===== src/rtl/uart_pkg.sv =====
// Shared encodings and helpers for the configurable UART transmitter.
// The planned frame receiver uses the same constants.
package uart_pkg;

  localparam logic [1:0] PAR_NONE = 2'b00;
  localparam logic [1:0] PAR_EVEN = 2'b01;
  localparam logic [1:0] PAR_ODD  = 2'b10;

  localparam logic [1:0] DB_5 = 2'b00;
  localparam logic [1:0] DB_6 = 2'b01;
  localparam logic [1:0] DB_7 = 2'b10;
  localparam logic [1:0] DB_8 = 2'b11;

  localparam logic [2:0] ST_IDLE   = 3'd0;
  localparam logic [2:0] ST_START  = 3'd1;
  localparam logic [2:0] ST_DATA   = 3'd2;
  localparam logic [2:0] ST_PARITY = 3'd3;
  localparam logic [2:0] ST_STOP   = 3'd4;

  localparam logic START_BIT = 1'b0;
  localparam logic STOP_BIT  = 1'b1;

  function automatic int def_div(input int clk_freq, input int baud_rate);
    return clk_freq / baud_rate;
  endfunction

  // Keeps only the configured number of payload bits.
  function automatic logic [7:0] data_mask(input logic [1:0] data_bits);
    logic [7:0] m;
    case (data_bits)
      DB_5:    m = 8'h1F;
      DB_6:    m = 8'h3F;
      DB_7:    m = 8'h7F;
      DB_8:    m = 8'hFF;
      default: m = 8'hFF;
    endcase
    return m;
  endfunction

endpackage


===== src/rtl/uart_baud_gen.sv =====
// Bit-period timer: latches the divisor when a frame is accepted and
// flags the last clock of every bit period while enabled.
module uart_baud_gen #(
  parameter int DIV_W   = 16,
  parameter int DEF_DIV = 5208
) (
  input  logic             clk,
  input  logic             rst_n,
  input  logic             load_i,
  input  logic [DIV_W-1:0] div_i,
  input  logic             en_i,
  output logic             bit_end_o
);

  localparam logic [DIV_W-1:0] DEF_DIV_W = DIV_W'(DEF_DIV);
  localparam logic [DIV_W-1:0] ONE       = DIV_W'(1);

  logic [DIV_W-1:0] div_q, div_d;
  logic [DIV_W-1:0] cnt_q, cnt_d;

  assign bit_end_o = en_i && (cnt_q == div_q - ONE);

  // Divisors 0 and 1 cannot time a bit, so they fall back to the default.
  always_comb begin
    div_d = div_q;
    cnt_d = cnt_q;
    if (load_i) begin
      div_d = (div_i <= ONE) ? DEF_DIV_W : div_i;
      cnt_d = '0;
    end else if (!en_i || bit_end_o) begin
      cnt_d = '0;
    end else begin
      cnt_d = cnt_q + ONE;
    end
  end

  always_ff @(posedge clk or negedge rst_n) begin
    if (!rst_n) begin
      div_q <= DEF_DIV_W;
      cnt_q <= '0;
    end else begin
      div_q <= div_d;
      cnt_q <= cnt_d;
    end
  end

endmodule


===== src/rtl/uart_frame_tx.sv =====
// Configurable UART transmitter: 5-8 data bits, optional parity, 1/2 stop
// bits, runtime divisor, valid/ready handshake for back-to-back frames.
module uart_frame_tx
  import uart_pkg::*;
#(
  parameter int CLK_FREQ  = 50000000,
  parameter int BAUD_RATE = 9600,
  parameter int DIV_W     = 16
) (
  input  logic             clk,
  input  logic             rst_n,
  input  logic             tx_valid,
  output logic             tx_ready,
  input  logic [7:0]       tx_data,
  input  logic [1:0]       cfg_data_bits,
  input  logic [1:0]       cfg_parity,
  input  logic             cfg_stop2,
  input  logic [DIV_W-1:0] cfg_div,
  output logic             tx_busy,
  output logic             tx_done,
  output logic             rs232_tx
);

  localparam int DEF_DIV = def_div(CLK_FREQ, BAUD_RATE);

  logic [2:0] state_q, state_d;
  logic [2:0] bit_idx_q, bit_idx_d;
  logic       stop_idx_q, stop_idx_d;
  logic [7:0] data_q, data_d;
  logic [2:0] last_idx_q, last_idx_d;
  logic       par_en_q, par_en_d;
  logic       par_bit_q, par_bit_d;
  logic       stop2_q, stop2_d;
  logic       ready_q, busy_q, done_q, line_q;
  logic       done_d, line_d;
  logic       accept, bit_end;

  assign accept = tx_valid && ready_q;

  uart_baud_gen #(
    .DIV_W  (DIV_W),
    .DEF_DIV(DEF_DIV)
  ) u_baud (
    .clk      (clk),
    .rst_n    (rst_n),
    .load_i   (accept),
    .div_i    (cfg_div),
    .en_i     (state_q != ST_IDLE),
    .bit_end_o(bit_end)
  );

  always_comb begin
    state_d    = state_q;
    bit_idx_d  = bit_idx_q;
    stop_idx_d = stop_idx_q;
    data_d     = data_q;
    last_idx_d = last_idx_q;
    par_en_d   = par_en_q;
    par_bit_d  = par_bit_q;
    stop2_d    = stop2_q;
    done_d     = 1'b0;
    case (state_q)
      ST_IDLE: begin
        if (accept) begin
          data_d     = tx_data & data_mask(cfg_data_bits);
          last_idx_d = {1'b1, cfg_data_bits};
          par_en_d   = (cfg_parity == PAR_EVEN) || (cfg_parity == PAR_ODD);
          par_bit_d  = (^(tx_data & data_mask(cfg_data_bits))) ^ (cfg_parity == PAR_ODD);
          stop2_d    = cfg_stop2;
          bit_idx_d  = 3'd0;
          stop_idx_d = 1'b0;
          state_d    = ST_START;
        end
      end
      ST_START: if (bit_end) state_d = ST_DATA;
      ST_DATA: begin
        if (bit_end) begin
          if (bit_idx_q == last_idx_q) begin
            bit_idx_d = 3'd0;
            state_d   = par_en_q ? ST_PARITY : ST_STOP;
          end else begin
            bit_idx_d = bit_idx_q + 3'd1;
          end
        end
      end
      ST_PARITY: if (bit_end) state_d = ST_STOP;
      ST_STOP: begin
        if (bit_end) begin
          if (stop_idx_q == stop2_q) begin
            stop_idx_d = 1'b0;
            done_d     = 1'b1;
            state_d    = ST_IDLE;
          end else begin
            stop_idx_d = 1'b1;
          end
        end
      end
      default: state_d = ST_IDLE;
    endcase
  end

  // Line level follows the next state so the pin is a plain register.
  always_comb begin
    case (state_d)
      ST_START:  line_d = START_BIT;
      ST_DATA:   line_d = data_d[bit_idx_d];
      ST_PARITY: line_d = par_bit_d;
      default:   line_d = STOP_BIT;
    endcase
  end

  always_ff @(posedge clk or negedge rst_n) begin
    if (!rst_n) begin
      state_q    <= ST_IDLE;
      bit_idx_q  <= 3'd0;
      stop_idx_q <= 1'b0;
      data_q     <= 8'h00;
      last_idx_q <= 3'd7;
      par_en_q   <= 1'b0;
      par_bit_q  <= 1'b0;
      stop2_q    <= 1'b0;
      ready_q    <= 1'b1;
      busy_q     <= 1'b0;
      done_q     <= 1'b0;
      line_q     <= STOP_BIT;
    end else begin
      state_q    <= state_d;
      bit_idx_q  <= bit_idx_d;
      stop_idx_q <= stop_idx_d;
      data_q     <= data_d;
      last_idx_q <= last_idx_d;
      par_en_q   <= par_en_d;
      par_bit_q  <= par_bit_d;
      stop2_q    <= stop2_d;
      ready_q    <= (state_d == ST_IDLE);
      busy_q     <= (state_d != ST_IDLE);
      done_q     <= done_d;
      line_q     <= line_d;
    end
  end

  assign tx_ready = ready_q;
  assign tx_busy  = busy_q;
  assign tx_done  = done_q;
  assign rs232_tx = line_q;

endmodule


===== config.mk =====
export PLATFORM = sky130hd
export DESIGN_NAME = uart_frame_tx
export DESIGN_NICKNAME = d
export VERILOG_FILES = /design/src/rtl/uart_pkg.sv /design/src/rtl/uart_baud_gen.sv /design/src/rtl/uart_frame_tx.sv
export SDC_FILE = /design/constraint.sdc
export NUM_CORES = 1
export LEC_CHECK = 0
export BUFFER_PORTS_ARGS = -buffer_cell sky130_fd_sc_hd__buf_2
export CAP_MARGIN = 20
export CORE_UTILIZATION = 59
export DETAILED_ROUTE_END_ITERATION = 16
export PLACE_DENSITY = 0.8
export SYNTH_ARGS = -nofsm -noshare
export SYNTH_HDL_FRONTEND = slang
export SYNTH_SLANG_ARGS = --single-unit

===== constraint.sdc =====
create_clock -name clk -period 5.95 [get_ports clk]
set_clock_uncertainty 0.2 [all_clocks]
set_input_delay 0.2975 -clock clk [delete_from_list [all_inputs] [get_ports clk]]
set_output_delay 0.2975 -clock clk [all_outputs]
set_load 0.05 [all_outputs]

# Word level (Yosys, flattened, before mapping)

Index checks and enable logic that the tools add are counted.

Add/sub/neg operators: 3
Eq/ne operators: 17
Mux-type cells: 33
$lt $le $gt $ge: 2
Reductions and logical operators: 14
Bitwise operators: 2

Operator list:

| cell                                                                              | number |
|---|---|
| 16-bit 2-to-1 mux                                                                 | 3 |
| 3-bit 2-to-1 mux                                                                  | 11 |
| 8-bit 2-to-1 mux                                                                  | 4 |
| 8-bit case mux with 4 select lines                                                | 1 |
| 16-bit by 1-bit adder with 16-bit output, second input constant                   | 1 |
| 16-bit equality test                                                              | 1 |
| 16-bit by 1-bit less-or-equal comparator with 1-bit output, second input constant | 1 |
| 16-bit by 1-bit subtractor with 16-bit output, second input constant              | 1 |
| 3-bit case mux with 5 select lines                                                | 1 |
| 3-bit by 2-bit equality test with 1-bit output, second input constant             | 4 |
| 1-bit 2-to-1 mux                                                                  | 9 |
| 8-bit AND                                                                         | 1 |
| 8-bit XOR reduction                                                               | 1 |
| 2-bit equality test, second input constant                                        | 3 |
| 3-bit by 1-bit equality test with 1-bit output, second input constant             | 2 |
| 3-bit zero test                                                                   | 2 |
| 3-bit case mux with 2 select lines                                                | 1 |
| 3-bit nonzero test                                                                | 2 |
| 2-bit by 1-bit equality test with 1-bit output, second input constant             | 2 |
| 3-bit by 4-bit less-than comparator with 1-bit output, second input constant      | 1 |
| 3-bit by 1-bit adder with 3-bit output, second input constant                     | 1 |
| 1-bit binary-select mux with 3-bit select                                         | 1 |
| 3-bit equality test                                                               | 1 |
| 3-bit equality test, second input constant                                        | 1 |
| 13 further kinds                                                                  | 15 |

Input bits: 32
Output and inout bits: 4
Register bits: 56

# Depth between registers and ports, before layout

Depth in word-level cells: 10
Gate-level depth with buffers: 14
Gate-level depth less buffers: 13

# By module

From an unflattened synthesis, not the netlist that was laid out.

Cell total of the unflattened synthesis: 368
Area, all modules: 3502.1 µm²

By module, submodules not included:

| module        | cells each | area an instance (µm²) | instances |
|---|---|---|---|
| uart_baud_gen | 216        | 2068.2                 | 1 |
| uart_frame_tx | 152        | 1433.9                 | 1 |

# Least setup slack after synthesis

No wires, ideal clock.

Path type: flip-flop to flip-flop
Start: reg u_baud.div_q[0]
End: reg line_q, in the netlist rs232_tx
Cell stages (with the launch flop): 14
Data arrival time: 3.478 ns
Path slack: 2.197 ns
Cell sequence: dfrtp_1 > or4_1 > buf_2 > o21a_1 > or4_4 > a2111oi_2 > and4_1 > buf_6 > and2_4 > buf_6 > mux2_4 > a22o_1 > a211o_1 > o211ai_2

Cells in the longest elaborated chain, start to end: 8
Elaborated cells between the ends (all ways): 16
Classes of those cells: 1 x add/sub; 4 x eq/ne; 10 x mux; 1 x reduce/logical

Ends and longest elaborated chain:

| item                                          | RTL line             | text |
|---|---|---|
| start, declared                               | uart_baud_gen.sv:18  | `logic [DIV_W-1:0] div_q, div_d;` |
| start signal, assigned                        | uart_baud_gen.sv:42  | `div_q <= div_d;` |
| 16-bit by 1-bit subtractor with 16-bit output | uart_baud_gen.sv:21  | `assign bit_end_o = en_i && (cnt_q == div_q - ONE);` |
| 16-bit equality test                          | uart_baud_gen.sv:21  |  |
| 1-bit logical AND                             | uart_baud_gen.sv:21  |  |
| 3-bit 2-to-1 mux                              | uart_frame_tx.sv:77  | `if (bit_end) begin` |
| 3-bit case mux with 2 select lines            | uart_frame_tx.sv:62  | `case (state_q)` |
| named net bit_idx_d[0]                        | uart_frame_tx.sv:27  | `logic [2:0] bit_idx_q, bit_idx_d;` |
| 1-bit binary-select mux with 3-bit select     | uart_frame_tx.sv:106 | `ST_DATA: line_d = data_d[bit_idx_d];` |
| 1-bit 2-to-1 mux (implied by the code)        | uart_frame_tx.sv:106 |  |
| 1-bit case mux with 3 select lines            | uart_frame_tx.sv:104 | `case (state_d)` |
| named net line_d                              | uart_frame_tx.sv:35  | `logic done_d, line_d;` |
| end signal, assigned                          | uart_frame_tx.sv:138 | `line_q <= line_d;` |
| end, declared                                 | uart_frame_tx.sv:34  | `logic ready_q, busy_q, done_q, line_q;` |

The timed path passes the listed nets, and every way through them passes these cells. The select of a mux whose other input is x is not followed.
A chain may end at the register's enable or synchronous reset.

# Worst setup path after layout

Same ends and word-level chain as after synthesis.

==> impl_metrics.env <==
export IMPL_num_io_pins=36
export IMPL_cp_start_kind="flip-flop"
export IMPL_synth_warnings=0
export IMPL_layout_nets=448
export IMPL_die_h_um=77.1
export IMPL_slowest_delay_ns=0.51
export IMPL_cts_setup_buffers=0
export IMPL_placed_area_sq_um=3510
export IMPL_status="finished clean"
export IMPL_dr_pass1_iters=5
export IMPL_die_w_um=77.1
export IMPL_setup_viol=0
export IMPL_hp_class="in2reg"
export IMPL_peakVddDrop_mv=0.108
export IMPL_min_period_ns=4.05
export IMPL_worst_path_max_fanout=10
export IMPL_fmax_mhz=247
export IMPL_drt_iter0_drc=120
export IMPL_crit_required_ns=6.00
export IMPL_rsz0062_at_grt="false"
export IMPL_path_delay_family="simple AND/OR/NAND/NOR gates"
export IMPL_synth_edf_count=0
export IMPL_cts_made_buffers=5
export IMPL_slowest_stage="nor4b_1"
export IMPL_slew_headroom_pct=51.6
export IMPL_final_max_slew_violation_count=0
export IMPL_cts_sinks=56
export IMPL_critPathBufInv=1
export IMPL_synth_avg_cell_area_sq_um=8.86
export IMPL_place_gp_congestion=0.896
export IMPL_rows=26
export IMPL_p_leak_nw=1.66
export IMPL_cts_path_max_buffers=2
export IMPL_clk_pin_slew_ns=0.10
export IMPL_hold_buffers=11
export IMPL_ys_types=59
export IMPL_cts_tree="yes"
export IMPL_grt_usage_pct=26.2
export IMPL_setup_tns_ns=0
export IMPL_drive_above_1_share_pct=15.5
export IMPL_post_route_drc_count=0
export IMPL_area_growth_pct=11.4
export IMPL_p_total_mw=0.626
export IMPL_ys_flop_type="dfrtp_1"
export IMPL_synth_seq_cells=56
export IMPL_final_common_cell="nand2_1"
export IMPL_vias_per_cell=5.79
export IMPL_grt_pass1_wl_mm=12.4
export IMPL_initial_core_util_pct=63.2
export IMPL_ant_nets=0
export IMPL_htreeDepth=2
export IMPL_fin_crit_sh_pct=68.0
export IMPL_arrival_ns=4.09
export IMPL_final_util_pct=70.4
export IMPL_antenna_cells=0
export IMPL_dpl_hpwl_mm=5.11
export IMPL_io_buffer_count=35
export IMPL_postCtsResizedCells=0
export IMPL_core_sq_um=5270
export IMPL_design_area_sq_um=3710
export IMPL_final_cell_mix="nand2_1 (82), dfrtp_1 (47), buf_2 (35), nor2_1 (32), xnor2_1 (28)"
export IMPL_first_global_vias=2668
export IMPL_cp_cell_sequence="inv_1 > ha_1 > nor4b_1 > xnor2_1 > or4_4 > a2111oi_2 > and4_1 > and2_4 > mux2_4 > a22o_1 > a211o_1 > o211ai_2"
export IMPL_critPathKind="reg2reg"
export IMPL_seq_area_frac_synth_pct=42.4
export IMPL_clk_latency_ns=0.31
export IMPL_cts_root_buf="clkbuf_8"
export IMPL_die_area_sq_um=5950
export IMPL_fin_hold_ws_ns=0.0108
export IMPL_maxCapViolCount=0
export IMPL_vias=2798
export IMPL_wl_mm=7.12
export IMPL_gr_total_overflow=0
export IMPL_syn_nets=412
export IMPL_finalHoldViolCount=0
export IMPL_async_reset_ff_share_pct=100
export IMPL_p_per_area_nw_per_um2=169
export IMPL_post_drt_wl_per_cell_um=14.7
export IMPL_synth_cells=376
export IMPL_critical_path_endpoint_type="flip-flop"
export IMPL_syn_area_sq_um=3330
export IMPL_worst_pin_slew_ns=0.724
export IMPL_grt_max_degree=57
export IMPL_antenna_found_initial=0
==> synthesized netlist by cell type (7+ instances only) <==
cell type / count / area (sq um)
clkbuf_1: 10 / 37.5
nor4_1: 7 / 43.8
nand3_1: 15 / 75.1
nand2_1: 82 / 308
nor2_1: 32 / 120
nor3_1: 8 / 40.0
xnor2_1: 28 / 245
inv_1: 9 / 33.8
xor2_1: 14 / 123
a21oi_1: 7 / 35.0
dfrtp_1: 47 / 1180
dfstp_2: 9 / 236
o21ai_0: 15 / 75.1
==> kinds of logic after synthesis <==
group | share of synthesized area [%]
multiplexers | 3.04
flip-flops | 42.4
AO/OA/AOI/OAI | 11.9
XOR/XNOR | 11.0
AND/OR/NAND/NOR | 26.3
adder cells (fa/ha/maj) | 1.50
buffers and inverters | 3.76
==> power breakdown <==
part / internal [mW] / switching, mW / leakage (nW)
registers: 0.381 / 0 / 0.704
logic: 0.0201 / 0.0208 / 0.905
clock network: 0.0824 / 0.122 / 0.0479
==> per-stage QoR <==
| step | setup slack, ns | std cells |
|---|---|---|
| final | 1.90 | 483 |
| after global routing | 1.67 | 483 |
| after detailed placement | 1.94 | 464 |
| after global placement | 2.07 | 464 |
| after floorplan | 2.20 | 376 |
| after CTS | 1.90 | 483 |
==> sequential cells by signal, indices dropped and copies added (netlist names) <==
name	cells
last_idx_q	2
data_q	8
u_baud.div_q	16
par_bit_q	1
tx_ready	1
tx_done	1
rs232_tx	1
stop2_q	1
par_en_q	1
state_q	3
tx_busy	1
u_baud.cnt_q	16
stop_idx_q	1
bit_idx_q	3
==> layer usage <==
metal	track usage, %	routed length (um)	vias up
li1	-	-	1369
met1	38.2	3450	1353
met2	40.6	3340	66
met3	3.81	259	10
met4	6.98	73	0
met5	0	0	-
==> worst reg2reg max path: stages, from the launching register on <==
cell	delay [ns]
dfrtp_1	0.44
inv_1	0.09
ha_1	0.28
nor4b_1	0.51
xnor2_1	0.14
or4_4	0.44
a2111oi_2	0.37
and4_1	0.37
and2_4	0.26
mux2_4	0.31
a22o_1	0.26
a211o_1	0.24
o211ai_2	0.06
==> final timing paths <==
kind / start / to / slack [ns] / cells past startpoint
max: u_baud.div_q[0] / rs232_tx / 1.90 / 12
min: cfg_div[2] / u_baud.div_q[2] / 0.01 / 3
max reg2reg: u_baud.div_q[0] / rs232_tx / 1.90 / 12
min reg2reg: data_q[3] / data_q[3] / 0.28 / 2
max in group asynchronous: rst_n / data_q[7] / 4.66 / 3
min in group asynchronous: rst_n / u_baud.cnt_q[2] / 0.45 / 3
==> cell type report <==
type / count / area [sq um]
inverters: 10 / 37.5
fillers: 440 / 1560
clock buffers: 5 / 68.8
multi-input cells: 292 / 1790
flip-flops and latches: 56 / 1410
well taps: 70 / 87.6
clock inverters: 3 / 18.8
repair buffers: 47 / 293
Note: power is estimated with default switching activity, not from simulation.
